**src/rtl/full_adder_4bit.sv**
```systemverilog
// Purpose : registered 4-bit ripple-carry adder (sum, carry-out, signed overflow).
// Latency : 1 clock from operands sampled at a rising edge to registered outputs.
// Backpressure: none; operands are taken on every rising edge, one add per clock.
//
// Ports:
//   clk  - rising-edge clock
//   rst  - synchronous active-high reset; clears sum/cout/ovf
//   a, b - 4-bit unsigned operands (bit 0 = LSB)
//   cin  - carry into bit 0
//   sum  - registered (a + b + cin) mod 16
//   cout - registered carry out of bit 3
//   ovf  - registered two's-complement overflow (carry into bit 3 ^ carry out)

// Single-bit full-adder cell used to build the ripple chain.
module fa_cell (
  input  logic a,
  input  logic b,
  input  logic ci,
  output logic s,
  output logic co
);
  logic p;

  // Propagate term is shared by the sum and the carry.
  assign p  = a ^ b;
  assign s  = p ^ ci;
  assign co = (a & b) | (ci & p);
endmodule

module full_adder_4bit (
  input  logic       clk,
  input  logic       rst,
  input  logic [3:0] a,
  input  logic [3:0] b,
  input  logic       cin,
  output logic [3:0] sum,
  output logic       cout,
  output logic       ovf
);
  // carry[i] is the carry into bit i; carry[4] is the carry out of bit 3.
  logic [4:0] carry;
  logic [3:0] sum_nxt;
  logic       ovf_nxt;

  assign carry[0] = cin;

  // Purely combinational ripple chain; no registers between cells.
  for (genvar i = 0; i < 4; i++) begin : g_cell
    fa_cell u_cell (
      .a  (a[i]),
      .b  (b[i]),
      .ci (carry[i]),
      .s  (sum_nxt[i]),
      .co (carry[i+1])
    );
  end

  // Signed overflow: the MSB cell's carry-in disagrees with its carry-out.
  assign ovf_nxt = carry[3] ^ carry[4];

  // Outputs are only ever updated on the clock edge, so operand changes
  // between edges cannot glitch them.
  always_ff @(posedge clk) begin
    if (rst) begin
      sum  <= 4'b0000;
      cout <= 1'b0;
      ovf  <= 1'b0;
    end else begin
      sum  <= sum_nxt;
      cout <= carry[4];
      ovf  <= ovf_nxt;
    end
  end
endmodule

```
**config.mk**
```make
export PLATFORM = sky130hd
export DESIGN_NAME = full_adder_4bit
export DESIGN_NICKNAME = d
export VERILOG_FILES = /design/src/rtl/full_adder_4bit.sv
export SDC_FILE = /design/constraint.sdc
export NUM_CORES = 1
export LEC_CHECK = 0
export ABC_AREA = 1
export CORE_AREA = 2 2 39 41
export CTS_BUF_LIST = sky130_fd_sc_hd__clkbuf_16
export DETAILED_ROUTE_END_ITERATION = 12
export DIE_AREA = 0 0 41 43
export GPL_TIMING_DRIVEN = 0
export SYNTH_ARGS = -nofsm -noshare
export SYNTH_HDL_FRONTEND = slang
export SYNTH_SLANG_ARGS = --single-unit
```
**constraint.sdc**
```tcl
create_clock -name clk -period 2 [get_ports clk]
set_clock_uncertainty 0.1 [all_clocks]
set_input_delay 0.3 -clock clk [delete_from_list [all_inputs] [get_ports clk]]
set_output_delay 0.3 -clock clk [all_outputs]
set_load 0.02 [all_outputs]
```
==> run_results.csv <==
group,metric,value,unit
worst_hold_path,min_from,"b[0]",
worst_setup_path,crit_type,"in2reg",
synth,synth_top_cell_by_area,"dfxtp_1",
synth,synth_top_area_share,44.24,%
placed_design,portBuffers,16,
drt,routedWlPerCell,7.138,um
drt,vias,230,
floorplanning,die_area,0.001763,mm^2
worst_setup_path,critical-path-slowest-cell,"fa_2",
drt,dr.pass1.iters,2,
floorplanning,die_h,43,um
clock_network,cts-htree-levels,1,
pwr,finalPower,0.5552,mW
clock_network,clockBufferDepth,2,
sta,tns,0,ns
pwr,powerDensity,1046,mW/mm^2
synth,seq_area_frac_synth,44.24,%
drt,drc,0,
synth,avgSynthCellArea,9.362,um^2
grt,grt_pass1_vias,246,
final_layout,area_delta_synth_final,95.39,%
floorplanning,dieWidth,41,um
drt,via_per_inst,3.538,
synth,synth-warning-count,0,
synth,netlist_instances,29,
floorplanning,start_util,19.62,%
worst_setup_path,critPathRequiredTime,2.06,ns
worst_setup_path,critPathArrivalTime,1.98,ns
drt,routed_wl,464,um
grt,grt_usage,7.583,%
grt,antenna_found_initial,0,
sta,setup_violations,0,
sta,rsz0062_at_grt,"false",
worst_hold_path,hold_depth,4,
synth,syn_area,271.5,um^2
clock_network,path_clk_slew,0.03,ns
clock_network,clock-sinks,6,
worst_hold_path,hold_class,"in2reg",
worst_setup_path,crit_top_cell,"fa_2",
sta,hold_violations,0,
clock_network,numCtsBuffers,3,
sta,worstMarginPinSlew,0.2106,ns
worst_setup_path,cp_top_family,"adder cells",
worst_setup_path,crit_start,"a[0]",
status,status,"completed",
clock_network,holdBufCountCts,0,
worst_setup_path,critPathLaunchType,"primary input",
synth,ys_ff_latch,6,
worst_setup_path,cp_max_fo,2,
synth,synthTopCellsByArea,"dfxtp_1 (44%), fa_1 (29%), inv_1 (12%)",
floorplanning,num_rows,14,
worst_setup_path,cp_cell_sequence,"buf_2 > fa_2 > inv_2 > fa_2 > inv_2 > fa_2 > inv_2 > fa_2 > nor2_1",
final_layout,post-route-util,38.34,%
pwr,p_leak,0.2556,nW
final_layout,final_nets,66,
placed_design,dp_hpwl,371.6,um
drt,drtIter0Drc,1,
sta,max_freq,0.5200,GHz
sta,finalMaxSlewViolations,0,
run,cap_violations,0,
worst_setup_path,end_kind,"flop",
synth,ys_types,6,
final_layout,layout-drive-gt1-share,34.69,%
grt,grt_max_degree,7,
worst_hold_path,holdPathEnd,"sum[0]$_SDFF_PP0_",
placed_design,place.gp.congestion,0.6594,
drt,drtAntennaViolNets,0,
worst_setup_path,crit_buf_inv,4,
sta,timing.final.crit_share,96.16,%
pwr,ir_drop,0.2620,mV
worst_setup_path,slowest_delay,0.43,ns
sta,period_minus_slack,1.923,ns
floorplanning,io_pins,17,
grt,grt_pass1_wl,828,um
clock_network,root_buffer,"clkbuf_16",
sta,relSlewSlack,85.92,%
synth,syn-num-nets,44,
floorplanning,placeableCoreArea,0.001384,mm^2
final_layout,diodes,0,
clock_network,cts_tree,"built",
grt,grt_overflow_total,0,
## sequential cells by signal, indices dropped and copies added (netlist names)
| register | cells |
|---|---|
| ovf | 1 |
| cout | 1 |
| sum | 4 |
## how the worst max path moves through the flow
stage | to | slack [ns] | cells past startpoint
2_1_floorplan | sum[3]$_SDFF_PP0_ | 0.02 | 8
3_3_place_gp | sum[3]$_SDFF_PP0_ | -0.48 | 9
3_5_place_dp | sum[3]$_SDFF_PP0_ | -0.51 | 9
4_1_cts | sum[3]$_SDFF_PP0_ | 0.03 | 8
5_1_grt | sum[3]$_SDFF_PP0_ | 0.006 | 9
6_report | sum[3]$_SDFF_PP0_ | 0.08 | 9
## stage by stage
| stage | area (um^2) | cells | hold slack [ns] | setup slack [ns] |
|---|---|---|---|---|
| floorplan | 274.0 | 29 | 0.2667 | 0.01880 |
| global placement | 454.2 | 61 | 0.8626 | -0.4819 |
| detailed placement | 454.2 | 61 | 0.8741 | -0.5138 |
| CTS | 528.0 | 65 | 0.3831 | 0.02656 |
| global route | 530.5 | 65 | 0.4114 | 0.005945 |
| finish | 530.5 | 65 | 0.3828 | 0.07690 |
## cell usage in the layout, fill, tap and decap left out, types with 2 or more instances in the layout
master           count
inv_2                6
buf_2                3
nor2_1               7
clkdlybuf4s50_1     11
clkbuf_16            3
inv_1                4
nand2_1              2
fa_2                 4
dfxtp_1              6
## report_power, final
group | internal [mW] | leakage (nW) | switching [mW] | total, mW
clock network | 0.256 | 0.0370 | 0.0624 | 0.318
registers | 0.134 | 0.0500 | 0.00289 | 0.137
logic | 0.0534 | 0.169 | 0.0465 | 0.0999
## cell type report
| cell class | count | area, um^2 |
|---|---|---|
| timing repair buffer | 17 | 153.9 |
| fill | 157 | 853.3 |
| tap | 16 | 20.02 |
| multi-input combinational | 13 | 123.9 |
| inverter | 10 | 37.54 |
| sequential | 6 | 120.1 |
| clock buffer | 3 | 75.07 |
## what timing repair did
item / in CTS / in global routing
resized for setup: 19 / 2
endpoints found under the hold margin: 0 / 0
pin swaps: 5 / 3
endpoints found under the setup margin: 3 / 2
buffers inserted: 1 / 0
## cells by family (layout without fill, tap and decap cells)
kind of cell             count (synthesis)  after routing  synth area share, %
buffers and inverters                   10             30                13.82
AND/OR/NAND/NOR                          9              9                12.45
flip-flops                               6              6                44.24
adder cells (fa/ha/maj)                  4              4                29.49
## synthesized netlist by cell type
| master | n |
|---|---|
| inv_1 | 9 |
| nor2_1 | 7 |
| dfxtp_1 | 6 |
| fa_1 | 4 |
| nand2_1 | 2 |
| inv_2 | 1 |
## layer usage
metal	track usage [%]	wire length, um	vias to the layer above
met1	5.921	164	99
li1	-	-	118
met3	2.094	35	2
met2	11.25	246	11
met4	11.33	17	0
met5	0	0	-
Note: power is estimated with default switching activity, not from simulation.
